`src/rtl/rf_pkg.sv`:
```
// Shared defaults for the register-file/scoreboard slice.
//   RF_DATA_W / RF_ADDR_W / RF_N_RD : default register width, address width
//                                     and read-port count
//   ZERO_ADDR                       : index of the hardwired-zero register
package rf_pkg;
   localparam int RF_DATA_W = 32;
   localparam int RF_ADDR_W = 5;
   localparam int RF_N_RD   = 2;
   localparam int ZERO_ADDR = 0;
endpackage

```
`src/rtl/rf_pend.sv`:
```
// Pending-write scoreboard: one bit per register plus a population counter.
// Ports:
//   CLK, RST          : clock (rising edge), async active-high reset
//   W, W_reg          : writeback strobe/address, clears the pending bit
//   ISS, ISS_reg      : issue strobe/destination, sets the pending bit
//   pend              : pending vector, bit i = register i has a producer in flight
//   cnt               : number of set bits in pend
import rf_pkg::*;

module rf_pend #(
   parameter int ADDR_W   = RF_ADDR_W,
   parameter bit ZERO_REG = 1'b1
) (
   input  logic                     CLK,
   input  logic                     RST,
   input  logic                     W,
   input  logic [ADDR_W-1:0]        W_reg,
   input  logic                     ISS,
   input  logic [ADDR_W-1:0]        ISS_reg,
   output logic [(1<<ADDR_W)-1:0]   pend,
   output logic [ADDR_W:0]          cnt
);
   localparam int DEPTH = 1 << ADDR_W;

   logic             w_ok, iss_ok, rise, fall;
   logic [DEPTH-1:0] pend_nxt;

   always_comb begin
      w_ok     = W   && !(ZERO_REG && (W_reg   == ADDR_W'(ZERO_ADDR)));
      iss_ok   = ISS && !(ZERO_REG && (ISS_reg == ADDR_W'(ZERO_ADDR)));
      // Issue is applied after the clear so the newer producer wins on a
      // same-register collision.
      pend_nxt = pend;
      if (w_ok)   pend_nxt[W_reg]   = 1'b0;
      if (iss_ok) pend_nxt[ISS_reg] = 1'b1;
      rise = iss_ok && !pend[ISS_reg];
      fall = w_ok && pend[W_reg] && !(iss_ok && (ISS_reg == W_reg));
   end

   always_ff @(posedge CLK or posedge RST) begin
      if (RST) begin
         pend <= '0;
         cnt  <= '0;
      end else begin
         pend <= pend_nxt;
         // rise and fall can both occur (different registers): net zero.
         case ({rise, fall})
            2'b10:   cnt <= cnt + {{ADDR_W{1'b0}}, 1'b1};
            2'b01:   cnt <= cnt - {{ADDR_W{1'b0}}, 1'b1};
            default: cnt <= cnt;
         endcase
      end
   end
endmodule

```
`src/rtl/rf_scoreboard.sv`:
```
// Multi-read-port register file with integrated pending-write scoreboard.
// Ports:
//   CLK, RST          : clock (rising edge), async active-high reset
//   W, W_reg, W_data  : writeback port
//   ISS, ISS_reg      : issue strobe, marks ISS_reg pending
//   R_reg             : packed read addresses, port k at [k*ADDR_W +: ADDR_W]
//   R_data            : packed read data, port k at [k*DATA_W +: DATA_W]
//   R_busy            : per-port pending flag of the addressed register
//   PEND_cnt          : number of pending registers
import rf_pkg::*;

module rf_scoreboard #(
   parameter int DATA_W   = RF_DATA_W,
   parameter int ADDR_W   = RF_ADDR_W,
   parameter int N_RD     = RF_N_RD,
   parameter bit ZERO_REG = 1'b1,
   parameter bit BYPASS   = 1'b1
) (
   input  logic                     CLK,
   input  logic                     RST,
   input  logic                     W,
   input  logic [ADDR_W-1:0]        W_reg,
   input  logic [DATA_W-1:0]        W_data,
   input  logic                     ISS,
   input  logic [ADDR_W-1:0]        ISS_reg,
   input  logic [N_RD*ADDR_W-1:0]   R_reg,
   output logic [N_RD*DATA_W-1:0]   R_data,
   output logic [N_RD-1:0]          R_busy,
   output logic [ADDR_W:0]          PEND_cnt
);
   localparam int DEPTH = 1 << ADDR_W;

   logic [DATA_W-1:0] mem [DEPTH];
   logic [DEPTH-1:0]  pend;
   logic              w_ok;

   assign w_ok = W && !(ZERO_REG && (W_reg == ADDR_W'(ZERO_ADDR)));

   rf_pend #(.ADDR_W(ADDR_W), .ZERO_REG(ZERO_REG)) u_pend (
      .CLK     (CLK),
      .RST     (RST),
      .W       (W),
      .W_reg   (W_reg),
      .ISS     (ISS),
      .ISS_reg (ISS_reg),
      .pend    (pend),
      .cnt     (PEND_cnt)
   );

   always_ff @(posedge CLK or posedge RST) begin
      if (RST) begin
         for (int i = 0; i < DEPTH; i++) mem[i] <= '0;
      end else if (w_ok) begin
         mem[W_reg] <= W_data;
      end
   end

   // Read ports: zeroed r0 first, then same-cycle write bypass, then array.
   // A bypassed read reports not-busy: the value is the producer's result.
   for (genvar k = 0; k < N_RD; k++) begin : g_rd
      logic [ADDR_W-1:0] addr;
      logic              zero, hit;

      assign addr = R_reg[k*ADDR_W +: ADDR_W];
      assign zero = ZERO_REG && (addr == ADDR_W'(ZERO_ADDR));
      assign hit  = BYPASS && w_ok && (W_reg == addr);

      always_comb begin
         R_data[k*DATA_W +: DATA_W] = mem[addr];
         R_busy[k]                  = pend[addr];
         if (zero) begin
            R_data[k*DATA_W +: DATA_W] = '0;
            R_busy[k]                  = 1'b0;
         end else if (hit) begin
            R_data[k*DATA_W +: DATA_W] = W_data;
            R_busy[k]                  = 1'b0;
         end
      end
   end
endmodule
```
`config.mk`:
```
export PLATFORM = sky130hd
export DESIGN_NAME = rf_scoreboard
export DESIGN_NICKNAME = d
export VERILOG_FILES = /design/src/rtl/rf_pkg.sv /design/src/rtl/rf_pend.sv /design/src/rtl/rf_scoreboard.sv
export SDC_FILE = /design/constraint.sdc
export NUM_CORES = 2
export LEC_CHECK = 0
export CAP_MARGIN = 15
export CORE_MARGIN = 5
export CORE_UTILIZATION = 43
export CTS_CLUSTER_DIAMETER = 120
export DETAILED_ROUTE_END_ITERATION = 8
export PLACE_DENSITY_LB_ADDON = 0.12
export SLEW_MARGIN = 20
export SYNTH_ARGS = -nofsm -noshare
export SYNTH_HDL_FRONTEND = slang
export SYNTH_SLANG_ARGS = --single-unit
export TNS_END_PERCENT = 1
```
`constraint.sdc`:
```
create_clock -name CLK -period 37.5 [get_ports CLK]
set_clock_uncertainty 0.05 [all_clocks]
set_input_delay 5.625 -clock CLK [delete_from_list [all_inputs] [get_ports CLK]]
set_output_delay 5.625 -clock CLK [all_outputs]
set_load 0.01 [all_outputs]
```
**Word level (Yosys, flattened, before mapping)**

Cells that the tools add are included.

- Register bits after elaboration: 1062
- Latch bits: 0
- Bits in writable memories: 0
- Bits in read-only memories: 0
- Input bits: 56
- Output and inout bits: 72
- Word-level logic and storage cells: 109
- Memories: 0

- Add/subtract/negate cells: 2
- Multipliers: 0
- Divide/modulo/power cells: 0
- Magnitude comparators: 10
- Eq/ne operators: 5
- Shift operators: 0
- Muxes and demuxes: 32
- Bitwise logic cells: 6
- Reduce and logical (&&, ||, !) cells: 20

Operator list:

| operator | number |
|---|---|
| 1024-bit bitwise mux | 1 |
| 32-bit 2-to-1 mux | 11 |
| 32-bit binary-select mux with 5-bit select | 2 |
| 32-bit demux with 5-bit select | 1 |
| 32-bit bitwise AND | 1 |
| 32-bit inverter | 1 |
| 32-bit bitwise OR | 1 |
| 5-bit by 6-bit < comparator with 1-bit output, second input constant | 4 |
| 1-bit binary-select mux with 5-bit select | 4 |
| 5-bit zero test | 4 |
| 6-bit >= comparator, second input constant | 3 |
| 5-bit inverter with 6-bit output | 3 |
| 5-bit == test | 3 |
| 6-bit one-hot mux with 2 select lines | 1 |
| 1-bit logical AND | 11 |
| 1-bit demux with 5-bit select | 2 |
| 5-bit by 1-bit >= comparator with 1-bit output, second input constant | 2 |
| 1-bit 2-to-1 mux | 10 |
| 6-bit by 1-bit adder with 6-bit output, second input constant | 1 |
| 6-bit by 1-bit < comparator with 1-bit output, second input constant | 1 |
| 6-bit by 1-bit subtractor with 6-bit output, second input constant | 1 |
| 1-bit zero test | 4 |
| 2-bit by 1-bit == test with 1-bit output, second input constant | 1 |
| 2-bit == test, second input constant | 1 |
| 2-bit nonzero test | 1 |

**Logic depth before layout (Yosys ltp)**

- Depth in word-level cells: 9
- Gate-level depth with buffers: 15
- Gate-level depth less buffers: 13

**Cells and area by module**

A second synthesis with hierarchy kept.

- Cells, all modules: 4123
- Area total of the unflattened synthesis: 58198.3 µm²

By module, submodules not included:

| module | times used | cells an instance | area each (µm²) | seq. area each (µm²) |
|---|---|---|---|---|
| rf_scoreboard | 1 | 3885 | 55824.8 | 25624.6 |
| rf_pend | 1 | 238 | 2373.5 | 950.9 |

**Worst setup path after synthesis**

Ideal clock, no wire load.

- Path kind: input-to-output
- Start point: in R_reg[0]
- End point: out R_data[13]
- Arrival: 7509 ps
- Data required time: 31825 ps
- Slack: 24316 ps
- Stages on the path: 6
- Cells stage by stage: buf_2 > buf_2 > buf_2 > mux4_2 > a221o_1 > a32o_1

- Cells in the longest elaborated chain, start to end: 6
- Elaborated cells on any way between the ends: 9
- Those cells by class: eq/ne (1); mux (5); bitwise (1); reduce/logical (2)

RTL lines:

| item | RTL line | source |
|---|---|---|
| start, declared | rf_scoreboard.sv:26 | `input logic [N_RD*ADDR_W-1:0] R_reg,` |
| 5-bit inverter with 6-bit output (implied by the code) | rf_scoreboard.sv:69 | `R_data[k*DATA_W +: DATA_W] = mem[addr];` |
| 32-bit binary-select mux with 5-bit select | rf_scoreboard.sv:69 |  |
| 32-bit 2-to-1 mux (implied by the code) (2 in a row) | rf_scoreboard.sv:69 |  |
| 32-bit 2-to-1 mux | rf_scoreboard.sv:74 | `end else if (hit) begin` |
| 32-bit 2-to-1 mux (*) | rf_scoreboard.sv:71 | `if (zero) begin` |
| end, declared | rf_scoreboard.sv:27 | `output logic [N_RD*DATA_W-1:0] R_data,` |

Mark *: on every way between the ends. The rest lies on a longest branch, timed or not. The select of a mux whose other input is x is not followed.

**Worst setup path in the final report**

- Start point: in W_reg[2]
- End point: out R_data[15]

- Cells in the longest elaborated chain, start to end: 6
- Elaborated cells on any way between the ends: 7
- Those cells by class: eq/ne (1); mux (2); reduce/logical (4)

RTL lines:

| item | RTL line | source |
|---|---|---|
| start, declared | rf_scoreboard.sv:22 | `input logic [ADDR_W-1:0] W_reg,` |
| 5-bit zero test | rf_scoreboard.sv:37 | `assign w_ok = W && !(ZERO_REG && (W_reg == ADDR_W'(ZERO_ADDR)));` |
| 1-bit zero test | rf_scoreboard.sv:37 |  |
| 1-bit logical AND | rf_scoreboard.sv:37 |  |
| 1-bit logical AND (*) | rf_scoreboard.sv:66 | `assign hit = BYPASS && w_ok && (W_reg == addr);` |
| 32-bit 2-to-1 mux (*) | rf_scoreboard.sv:74 |  |
| 32-bit 2-to-1 mux (*) | rf_scoreboard.sv:71 |  |

Mark *: on every way between the ends. The rest lies on a longest branch, timed or not.

==> metrics.md <==
| Metric | Value |
|---|---|
| Status | finished, final reports clean |
| Crit. End Element | output port |
| Core Area | between 0.1 and 0.15 mm² |
| Yosys warnings | 0 |
| Depth of the CTS H-tree | 4 |
| Number of library cell types mapped by synthesis | 55 |
| GRT Overall Usage | 0.2729 |
| Setup bufs post-CTS | 0 |
| Yosys reg bits | ~1100 |
| Worst hold path class | flop to flop |
| Max rail drop VDD | 0.00004516 V |
| Global route total overflow | 0 |
| First-pass iteration count of the detailed router | 7 |
| Cell count after placement | 5457 |
| Sink Count | about 1100 |
| Pin count of the biggest net entering global routing | 140 |
| Final Instance Area | 0.06445 mm² |
| Syn Inst Count | roughly 3900 |
| Ys async rst share | 1.000 |
| Worst Setup Start Kind | input port |
| Vias per cell | about 6.5 |
| Detailed Place HPWL | between 100000 and 150000 µm |
| Clock-pin slew on the worst setup and hold paths | ~0.060 ns |
| Routed vias | between 30000 and 40000 |
| DRT iter0 DRCs | ~3300 |
| Mapped cell area | between 0.05 and 0.06 mm² |
| Critical Path AT | around 10 ns |
| Site row count | between 100 and 150 |
| Drc violations | 0 |
| CTS root buf | clkbuf_16 |
| Hold Startpoint | mem[1018] |
| GP Congestion | between 0.7 and 0.8 |
| Number of fill cells | between 10000 and 15000 |
| First-pass GRT wire length | between 200000 and 300000 µm |
| Final Max Slew Viols | 0 |
| Worst EP required | about 32 ns |
| DIE AREA | around 0.14 mm² |
| Final setup fails | 0 |
| CTS tree | done |
| CTS Buf Count | approximately 130 |
| Final Hold Viols | 0 |
| Seq/Total Area, Yosys | 0.4633 |
| Worst-Margin Slew | roughly 1.1 ns |
| Number of enable flip-flop cells after synthesis | 0 |
| IO Pins | ~130 |
| Crit Path Max Fanout | 33 |
| Setup tns final | 0 ns |
| Area Growth Syn to Fin | 12.36% |
| Avg Synthesized Cell Area | ~15 µm² |
| Initial antenna violation count | 2 |
| Synthesized Nets | 3968 |
| Longest Clk Path Bufs | 3 |
| # hold bufs at CTS | 0 |
| Fin cells | 5692 |
| Initial Util | 0.4314 |
| Ys flop type | dfrtp_1 |
| Vias in the first global route | around 38000 |
| Power per cell area | around 55 mW/mm² |
| Commonest cells after routing, fill and taps aside | dfrtp_1, mux2_2, mux4_2 |
| # resized after CTS | 0 |
| Layout cells sized above 1 | 0.4769 |
| RSZ-0062 raised after global routing | no |
| Leak | between 20 and 30 nW |
| Wirelength per Cell | between 30 and 40 µm |
| Port buffer count | roughly 130 |
| Final net count | 3884 |
| F_max | 63.22 MHz |
| Final Cycle Share | 0.4218 |
| Max_cap viols | 0 |
| Clk_lat worst skew | about 0.76 ns |
| Beginning of the critical path | W_reg[2] |
| Commonest non-fill, non-tap cell in the layout | dfrtp_1 |
| Post-layout min period | roughly 16 ns |
| Antenna-violating nets left | 0 |
| Die W | 375.2 µm |
| Post-DP Area | around 0.06 mm² |
| Rel. slew slack | 0.2406 |
| Die height | 375.2 µm |
| WL final | ~190000 µm |
| Setup CP Type | input port to output port |
| RR Startpoint | u_pend.pend[19] |
[path summary, 6_finish.rpt]
path	end	cells past startpoint	slack, ns
worst max-delay path	R_data[15]	9	21.68
worst min-delay path	mem[1018]	0	0.34
worst max register to register	u_pend.cnt[5]	12	34.07
worst min register to register	mem[1018]	0	0.34
max in group asynchronous	u_pend.cnt[4]	5	28.96
min in group asynchronous	mem[164]	2	5.36
[sequential cells by signal, indices dropped and copies added (netlist names)]
name / cells
mem: 1024
u_pend.cnt: 6
u_pend.pend: 32
[cell usage after synthesis, types with 2 or more instances]
library cell,n,area share
buf_6,2,0.00039
nand3_1,10,0.00087
nor3_1,6,0.00052
a21o_1,2,0.00026
nor2b_1,42,0.0046
a22o_1,17,0.0026
and3b_1,3,0.00046
clkbuf_1,268,0.018
a22oi_1,95,0.012
nor3b_1,6,0.00079
buf_4,8,0.0010
o221ai_1,33,0.0050
o22ai_1,36,0.0039
buf_1,6,0.00039
o21ai_0,49,0.0043
nor4_1,4,0.00044
xor2_1,8,0.0012
nand2b_1,2,0.00022
a221o_1,24,0.0042
a32o_1,32,0.0056
ha_1,5,0.0011
mux2i_1,161,0.028
nor2_1,32,0.0021
nand2_1,100,0.0065
xnor2_1,12,0.0018
or2_2,4,0.00044
nand3b_1,6,0.00079
and3_1,2,0.00022
buf_2,172,0.015
a21oi_1,25,0.0022
and2_1,3,0.00033
a211oi_1,117,0.015
a221oi_1,2,0.00031
dfrtp_1,1062,0.46
mux2_2,1009,0.20
or3b_2,3,0.00046
inv_1,12,0.00079
mux4_2,483,0.19
a211o_1,27,0.0041
[routing by layer]
metal	global-route usage	up-vias	part of all wire
li1	-	15110	-
met5	0	-	0
met2	0.4158	1356	0.46
met1	0.4097	20550	0.46
met4	0.07156	0	0.026
met3	0.04371	268	0.062
[power by group]
part	switching, mW	internal (mW)
Combinational	0.298	0.437
Sequential	0.162	1.37
Clock	0.514	0.770
Total	0.974	2.57
[through the flow]
stage | worst slack (ns) | hold WS (ns) | utilization | power (mW)
5_1_grt | 21.47 | 0.3567 | 0.4847 | 3.705
3_3_place_gp | 21.67 | 0.3263 | 0.4519 | 2.265
3_5_place_dp | 21.67 | 0.3333 | 0.4520 | 2.280
6_report | 21.68 | 0.3443 | 0.4848 | 3.549
4_1_cts | 21.66 | 0.3470 | 0.4847 | 3.574
2_1_floorplan | 1.931 | 0.3913 | - | 2.058
[critical path: stages]
cell and delay (ns):
clkdlybuf4s50_1 0.69, nor3_1 0.91, a21bo_2 0.37, nor4_4 0.07, buf_4 0.39, nor2_4 0.33, buf_4 0.62, a32o_1 0.43
clkdlybuf4s50_1 0.63
[area by class of cell]
class | instances | area [µm²] | share of cell area
diodes | 1 | 2.502 | 0.00003883
clock buffers | 196 | 3876 | 0.06014
clock inverters | 38 | 466.7 | 0.007241
inverters | 13 | 57.56 | 0.0008930
multi-input cells | 2374 | 29080 | 0.4512
flip-flops and latches | 1062 | 26580 | 0.4123
well taps | 1768 | 2212 | 0.03432
repair buffers | 240 | 2182 | 0.03386
[logic make-up after synthesis]
kind of cell | synth area share
AND/OR/NAND/NOR | 0.01985
multiplexers | 0.4158
buffers and inverters | 0.03536
XOR/XNOR | 0.003054
adder cells (fa/ha/maj) | 0.001440
AO/OA/AOI/OAI | 0.06114
flip-flops | 0.4633
Note: power is estimated with default switching activity, not from simulation.
